[src/rtl/pwm_demod_pkg.sv]
// PWM link shared definitions: demod FSM state encodings and the
// default link sizing also used by the generator side.
package pwm_demod_pkg;

  localparam int PWM_DUTY_W = 8;
  localparam int PWM_PERIOD = 256;

  typedef enum logic [1:0] {
    ST_IDLE = 2'b00,
    ST_HIGH = 2'b01,
    ST_LOW  = 2'b10
  } pwm_st_e;

endpackage

[src/rtl/pwm_demod_sync_ff.sv]
// Multi-flop level synchronizer for an asynchronous input line.
// Clears to 0 on asynchronous active-low reset.
module sync_ff #(
  parameter int STAGES = 2
) (
  input  logic clk,
  input  logic rst_n,
  input  logic d_i,
  output logic q_o
);

  logic [STAGES-1:0] sr_q;

  // shift the raw level through the synchronizer chain
  always_ff @(posedge clk or negedge rst_n) begin
    if (!rst_n) begin
      sr_q <= '0;
    end else begin
      sr_q <= {sr_q[STAGES-2:0], d_i};
    end
  end

  assign q_o = sr_q[STAGES-1];

endmodule

[src/rtl/pwm_demod.sv]
// PWM receiver: recovers high-time and period per PWM cycle.
// Optional 4-tap duty average when PWM_DEMOD_MOVAVG_EN is defined.
module pwm_demod
  import pwm_demod_pkg::*;
#(
  parameter int DUTY_W      = PWM_DUTY_W,
  parameter int CNT_W       = 16,
  parameter int TIMEOUT     = 1024,
  parameter int SYNC_STAGES = 2
) (
  input  logic              clk,
  input  logic              rst_n,
  input  logic              pwm_in,
  output logic [DUTY_W-1:0] duty_out,
  output logic [CNT_W-1:0]  period_out,
  output logic              duty_valid,
  output logic              signal_lost
);

  localparam logic [CNT_W-1:0] CNT_MAX  = '1;
  localparam logic [CNT_W-1:0] CNT_ONE  = CNT_W'(1);
  localparam logic [CNT_W-1:0] TMO      = CNT_W'(TIMEOUT);
  localparam logic [CNT_W-1:0] DUTY_SAT = CNT_W'(2**DUTY_W - 1);

  logic s, s_prev_q, rise, fall;
  logic cap, tmo;

  pwm_st_e state_q, state_d;
  logic [CNT_W-1:0] hi_q, hi_d, per_q, per_d;
  logic [CNT_W-1:0] hi_inc, per_inc;
  logic [DUTY_W-1:0] hi_sat, cap_duty;

  logic [DUTY_W-1:0] duty_q, duty_d;
  logic [CNT_W-1:0] period_q, period_d;
  logic valid_q, valid_d;
  logic lost_q, lost_d;

  sync_ff #(
    .STAGES(SYNC_STAGES)
  ) u_sync (
    .clk  (clk),
    .rst_n(rst_n),
    .d_i  (pwm_in),
    .q_o  (s)
  );

  // previous synced level for edge detection
  always_ff @(posedge clk or negedge rst_n) begin
    if (!rst_n) begin
      s_prev_q <= 1'b0;
    end else begin
      s_prev_q <= s;
    end
  end

  assign rise = s & ~s_prev_q;
  assign fall = ~s & s_prev_q;

  assign hi_inc  = (hi_q == CNT_MAX) ? hi_q : hi_q + CNT_ONE;
  assign per_inc = (per_q == CNT_MAX) ? per_q : per_q + CNT_ONE;
  assign hi_sat  = (hi_q > DUTY_SAT) ? {DUTY_W{1'b1}}
                                     : hi_q[DUTY_W-1:0];

  // line-tracking FSM and high/period counters
  always_comb begin
    state_d = state_q;
    hi_d    = hi_q;
    per_d   = per_q;
    cap     = 1'b0;
    tmo     = 1'b0;
    unique case (state_q)
      ST_IDLE: begin
        if (rise) begin
          state_d = ST_HIGH;
          hi_d    = CNT_ONE;
          per_d   = CNT_ONE;
        end
      end
      ST_HIGH: begin
        if (per_q == TMO) begin
          tmo = 1'b1;
        end else begin
          per_d = per_inc;
          if (fall) begin
            state_d = ST_LOW;
          end else begin
            hi_d = hi_inc;
          end
        end
      end
      ST_LOW: begin
        if (rise) begin
          cap     = 1'b1;
          state_d = ST_HIGH;
          hi_d    = CNT_ONE;
          per_d   = CNT_ONE;
        end else if (per_q == TMO) begin
          tmo = 1'b1;
        end else begin
          per_d = per_inc;
        end
      end
      default: begin
        state_d = ST_IDLE;
      end
    endcase
    if (tmo) begin
      state_d = ST_IDLE;
      hi_d    = '0;
      per_d   = '0;
    end
  end

`ifdef PWM_DEMOD_MOVAVG_EN
  localparam int SUM_W = DUTY_W + 2;

  logic [3:0][DUTY_W-1:0] hist_q, hist_d;
  logic [SUM_W-1:0] sum_q, sum_d;

  // running sum over the last four captured duties
  always_comb begin
    hist_d = hist_q;
    sum_d  = sum_q;
    if (cap) begin
      sum_d  = sum_q - SUM_W'(hist_q[3]) + SUM_W'(hi_sat);
      hist_d = {hist_q[2:0], hi_sat};
    end else if (tmo) begin
      hist_d = '0;
      sum_d  = '0;
    end
  end

  // duty history and sum registers
  always_ff @(posedge clk or negedge rst_n) begin
    if (!rst_n) begin
      hist_q <= '0;
      sum_q  <= '0;
    end else begin
      hist_q <= hist_d;
      sum_q  <= sum_d;
    end
  end

  assign cap_duty = sum_d[SUM_W-1:2];
`else
  assign cap_duty = hi_sat;
`endif

  // capture and timeout output updates
  always_comb begin
    duty_d   = duty_q;
    period_d = period_q;
    valid_d  = 1'b0;
    lost_d   = lost_q;
    if (cap) begin
      duty_d   = cap_duty;
      period_d = per_q;
      valid_d  = 1'b1;
      lost_d   = 1'b0;
    end else if (tmo) begin
      duty_d   = {DUTY_W{s}};
      period_d = '0;
      valid_d  = 1'b1;
      lost_d   = 1'b1;
    end
  end

  // FSM, counter and output registers
  always_ff @(posedge clk or negedge rst_n) begin
    if (!rst_n) begin
      state_q  <= ST_IDLE;
      hi_q     <= '0;
      per_q    <= '0;
      duty_q   <= '0;
      period_q <= '0;
      valid_q  <= 1'b0;
      lost_q   <= 1'b1;
    end else begin
      state_q  <= state_d;
      hi_q     <= hi_d;
      per_q    <= per_d;
      duty_q   <= duty_d;
      period_q <= period_d;
      valid_q  <= valid_d;
      lost_q   <= lost_d;
    end
  end

  assign duty_out    = duty_q;
  assign period_out  = period_q;
  assign duty_valid  = valid_q;
  assign signal_lost = lost_q;

endmodule

[config.mk]
export PLATFORM = sky130hd
export DESIGN_NAME = pwm_demod
export DESIGN_NICKNAME = d
export VERILOG_FILES = /design/src/rtl/pwm_demod_pkg.sv /design/src/rtl/pwm_demod_sync_ff.sv /design/src/rtl/pwm_demod.sv
export SDC_FILE = /design/constraint.sdc
export NUM_CORES = 1
export LEC_CHECK = 0
export ABC_AREA = 1
export CAP_MARGIN = 20
export CORE_ASPECT_RATIO = 0.5
export CORE_MARGIN = 2
export CORE_UTILIZATION = 61
export CTS_BUF_LIST = sky130_fd_sc_hd__clkbuf_8
export CTS_CLUSTER_DIAMETER = 50
export CTS_CLUSTER_SIZE = 25
export DETAILED_ROUTE_END_ITERATION = 10
export GPL_TIMING_DRIVEN = 0
export PLACE_DENSITY = 0.83
export SYNTH_ARGS = -nofsm -noshare
export SYNTH_HDL_FRONTEND = slang
export SYNTH_SLANG_ARGS = --single-unit
[constraint.sdc]
create_clock -name clk -period 2.45 [get_ports clk]
set_clock_uncertainty 0.15 [all_clocks]
set_input_delay 0.735 -clock clk [delete_from_list [all_inputs] [get_ports clk]]
set_output_delay 0.735 -clock clk [all_outputs]
set_load 0.05 [all_outputs]
# Word-level counts from Yosys, hierarchy flattened
# Index checks and enable logic that the tools add are counted.
[op_classes]
n_addsub = 2
order_cmp = 1
n_eq_ne = 11
n_mux = 30
bitwise_logic = 4
n_reduce_logical = 8
[ops]
columns = ["cell", "count"]
rows = [
  ["two-way mux 16 bit", 11],
  ["one-hot mux 16 bit (3 select lines)", 1],
  ["adder 16 x 1 -> 16 bit, second input constant", 2],
  ["== test 16 bit, second input constant", 2],
  ["one-hot mux 16 bit (2 select lines)", 1],
  ["two-way mux 8 bit", 3],
  ["== test 16 x 11 -> 1 bit, second input constant", 1],
  ["greater-than comparator 16 x 8 -> 1 bit, second input constant", 1],
  ["inequality test 3 bit, second input constant", 5],
  ["two-way mux 1 bit", 8],
  ["two-way mux 2 bit", 4],
  ["AND reduction 5 bit", 1],
  ["one-hot mux 2 bit (2 select lines)", 1],
  ["nonzero test 4 bit", 1],
  ["inequality test 3 x 1 -> 1 bit, second input constant", 1],
  ["AND reduction 3 bit", 1],
  ["nonzero test 3 bit", 1],
  ["bitwise AND 1 bit", 2],
  ["== test 2 x 1 -> 1 bit, second input constant", 1],
  ["== test 2 bit, second input constant", 1],
  ["zero test 2 bit", 1],
  ["NOT 1 bit", 2],
  ["one-hot mux 1 bit (2 select lines)", 1],
  ["AND reduction 2 bit", 1],
  ["other kinds (2)", 2],
]
[word_totals]
reg_bits = 63
out_inout_bits = 26

# Longest topological paths before layout
[depth]
depth_word = 6
ltp_mapped = 14
mapped_depth_nobuf = 14

# Cells and area by module
# From an unflattened synthesis, not the netlist that was laid out.
[hier_totals]
hier_cells = 523
hier_area_um2 = 3774.9
[modules_own_cells]
columns = ["mod", "n_inst", "cells_per_inst", "area_each_um2"]
rows = [
  ["pwm_demod", 1, 521, 3724.8],
  ["sync_ff", 1, 2, 50.0],
]

# Worst setup path after synthesis
# No wires, ideal clock.
[synth_timing]
path_type = "reg2reg"
from = "register state_q[0]"
to = "register hi_q[13]"
setup_time_ps = 118
arrival_ps = 1789
slack_ps = 393
path_stages_with_launch = 12
path_buffers = 2
period_less_slack_ps = 2057
cell_sequence = "dfrtp_1 -> inv_1 -> ha_1 -> buf_4 -> o21ai_1 -> a21oi_2 -> nand3_4 -> nand3_2 -> nand3_2 -> buf_4 -> nand2_1 -> nand2_1"
[synth_between]
elab_chain_cells = 4
[synth_lines]
columns = ["item", "line_no", "rtl"]
rows = [
  ["start: declaration", "pwm_demod.sv:28", "pwm_st_e state_q, state_d;"],
  ["start signal: assignment", "pwm_demod.sv:179", "state_q <= state_d;"],
  ["== test 2 bit (tied with other cells)", "pwm_demod.sv:71", "unique case (state_q)"],
  ["one-hot mux 1 bit (2 select lines) or OR reduction 2 bit (tied branches)", "--", ""],
  ["inequality test 3 bit (no source line) (tied with other cells)", "--", ""],
  ["AND reduction 5 bit (no source line) or two-way mux 16 bit (tied branches)", "--", ""],
  ["end signal: assignment", "pwm_demod.sv:180", "hi_q <= hi_d;"],
  ["end: declaration", "pwm_demod.sv:29", "logic [CNT_W-1:0] hi_q, hi_d, per_q, per_d;"],
]
# Several ways; a longest one is shown, not always the timed one.
# A chain may end at the register's enable or synchronous reset.

# Worst setup path after layout
[layout_timing]
from = "register period_q[5], in the netlist period_out[5]"
to = "output period_out[5]"
[layout_rtl]
columns = ["item", "line_no", "rtl"]
rows = [
  ["start: declaration", "pwm_demod.sv:34", "logic [CNT_W-1:0] period_q, period_d;"],
  ["start signal: assignment", "pwm_demod.sv:183", "period_q <= period_d;"],
  ["end: declaration", "pwm_demod.sv:15", "output logic [CNT_W-1:0] period_out,"],
]
# No word-level cell between the ends.

==> results.sh <==
export IMPL_cts_sinks=63
export IMPL_worstSkewPairLatency_ns=0.36
export IMPL_core_um2=6060
export IMPL_reg2regPathDepth=13
export IMPL_muxShareOfSynthArea=0
export IMPL_min_period_ns=2.40
export IMPL_num_antenna_cells=0
export IMPL_clockBufferDepth=2
export IMPL_powerDensity_nw_per_um2=948
export IMPL_synthSimpleGateAreaFrac=0.380
export IMPL_grt_pass1_wl_um=15000
export IMPL_h_tree_depth=3
export IMPL_die_h_um=59.9
export IMPL_max_stage_delay_ns=0.81
export IMPL_place_inst=638
export IMPL_fin_nets=580
export IMPL_drt_iter0_markers=258
export IMPL_status="finished, final reports clean"
export IMPL_path_buf_inv=1
export IMPL_r2r_end="per_q[12]"
export IMPL_grt_max_degree=64
export IMPL_final_cell_mix="nand2_1, nand3_1, dfrtp_1, nor2_1, inv_1"
export IMPL_synth_avg_cell_area_um2=7.30
export IMPL_cp_slowest_cell="clkdlybuf4s50_1"
export IMPL_hold_slack_ns=0.210
export IMPL_io_pins=29
export IMPL_synth_top_family_by_area="simple AND/OR/NAND/NOR gates"
export IMPL_whs_endpoint="u_sync.sr_q[1]"
export IMPL_r2r_slack_ns=0.15
export IMPL_ys_ff_latch=63
export IMPL_initial_core_util=0.629
export IMPL_worstMarginPinSlew_ns=0.812
export IMPL_whs_path_depth=0
export IMPL_vdd_ir_drop_worst_uv=486
export IMPL_synthAdderAreaFrac=0.0296
export IMPL_cap_violations=0
export IMPL_finalHoldViolCount=0
export IMPL_fmax_mhz=416
export IMPL_cp_max_fo=2
export IMPL_reg2reg_from="per_q[0]"
export IMPL_power_leakage_nw=2.28
export IMPL_cts_buffers_inserted=9
export IMPL_async_flop_share=1.00
export IMPL_crit_required_ns=1.56
export IMPL_min_period_over_period=0.981
export IMPL_antenna_found_initial=0
export IMPL_wl_per_cell_um=13.9
export IMPL_path_cells="clkdlybuf4s50_1"
export IMPL_track_usage=0.283
export IMPL_finalNonFillerCells=661
export IMPL_slew_viol_final=0
export IMPL_grt_overflow=0
export IMPL_synth_main_ff_cell="dfrtp_1"
export IMPL_setup_violations=0
export IMPL_critPathTopFamily="buffers and inverters"
export IMPL_end_kind="output pin"
export IMPL_root_buffer="clkbuf_8"
export IMPL_syn2layout_area_growth_pct=17.6
export IMPL_final_layout_size_suffix_gt1_frac=0.108
export IMPL_gp_congestion=0.929
export IMPL_path_clk_slew_ns=0.07
export IMPL_layout_commonest_cell="nand2_1"
export IMPL_dp_hpwl_um=6380
export IMPL_critPathArrivalTime_ns=1.52
export IMPL_rsz0062_at_grt="yes"
export IMPL_grt_pass1_vias=3187
export IMPL_synth_edff_count=0
export IMPL_syn_cell_area_um2=3810
export IMPL_yosysSeqAreaShare=0.414
export IMPL_post_synth_num_cell_types=34
export IMPL_synth_nets=534
export IMPL_wl_um=9210
export IMPL_vias=3585
export IMPL_cts_tree="yes"
export IMPL_num_rows=20
export IMPL_worstSetupPathType="reg2out"
export IMPL_fillers=509
export IMPL_port_buffers=28
export IMPL_min_path_type="reg2reg"
export IMPL_drt_pass1_iterations=5
export IMPL_post_cts_hold_buffer_count=0
export IMPL_viasPerCell=5.42
export IMPL_synthCells=522
export IMPL_ys_warn_count=0
export IMPL_synth_compound_area_frac=0.0696
export IMPL_slew_headroom=0.459
export IMPL_die_w_um=116
export IMPL_holdCritStartpoint="u_sync.sr_q[0]"
export IMPL_synth_xor_area_share=0.0345
export IMPL_dieArea_um2=6930
export IMPL_ant_nets=0
export IMPL_drc=0
export IMPL_start_kind="flip-flop"
power breakdown:
group	switching [mW]	leakage, nW	internal [mW]
clock	0.429	0.105	0.523
sequential	0.134	0.843	1.20
combinational	1.31	1.33	0.648
state kept, by name (all words and copies together) (netlist names):
name	count
duty_out	8
duty_valid	1
hi_q	16
per_q	16
period_out	16
s_prev_q	1
signal_lost	1
state_q	2
u_sync.sr_q	2
Yosys cell counts, types with 2 or more instances:
library cell,number,area [um2]
nand3_2,3,30.0
o21ai_1,9,45.0
nor2_1,53,199
a21oi_1,5,25.0
nand4_1,11,68.8
buf_4,3,22.5
nor4_1,2,12.5
xor2_1,11,96.3
nor2_4,4,45.0
nor2_2,7,43.8
nor3_1,4,20.0
nand2_1,154,578
buf_1,4,15.0
dfrtp_1,62,1550
inv_1,37,139
nand3_1,79,395
buf_2,4,20.0
buf_6,3,33.8
nand2_2,2,12.5
inv_2,6,22.5
ha_1,9,113
xnor2_1,4,35.0
o21ai_0,31,155
nor3b_1,2,15.0
clkbuf_1,4,15.0
layout make-up:
cell class	instances	area (um2)	area share
tap	88	110	0.0246
sequential	63	1580	0.353
clock inverter	5	56.3	0.0126
timing repair buffer	35	345	0.0771
clock buffer	11	151	0.0338
multi-input combinational	397	1960	0.438
inverter	44	168	0.0374
buffer	18	106	0.0237
how the worst max path moves through the flow:
stage	start	end	slack, ns	depth (start not counted)
floorplan	state_q[0]	hi_q[13]	0.39	11
global placement	rst_n	period_out[11]	-1.56	1
detailed placement	state_q[0]	per_q[4]	0.02	12
CTS	state_q[0]	per_q[5]	0.01	12
global route	state_q[1]	hi_q[8]	-0.02	12
finish	period_out[5]	period_out[5]	0.05	1
layer usage:
metal / vias up / GRT usage / part of all wire
li1: 1790 / - / -
met1: 1698 / 0.374 / 0.47
met2: 86 / 0.459 / 0.47
met3: 11 / 0.0822 / 0.053
met4: 0 / 0.0867 / 0.0095
met5: - / 0 / 0
metrics by stage:
step	TNS [ns]	instance area, um2	worst slack, ns	utilization	total power, mW
2_1_floorplan	0	3810	0.393	-	2.70
3_3_place_gp	-97.09	4200	-1.56	0.694	3.20
3_5_place_dp	0	4200	0.0222	0.693	3.22
4_1_cts	0	4400	0.0101	0.727	4.17
5_1_grt	-0.0776	4480	-0.0165	0.740	4.50
6_report	0	4480	0.0471	0.740	4.25
timing repair:
| action | CTS | global route |
|---|---|---|
| resized for setup | 2 | 9 |
| buffers inserted | 0 | 7 |
| setup endpoints to repair | 2 | 53 |
| pin swaps | 0 | 1 |
kinds of logic after synthesis:
| logic type | after synthesis |
|---|---|
| fa+ha+maj | 9 |
| compound gates | 50 |
| xor+xnor | 15 |
| buf+inv | 62 |
| flops | 63 |
| simple gates | 323 |
(Power assumes the default switching activity.)
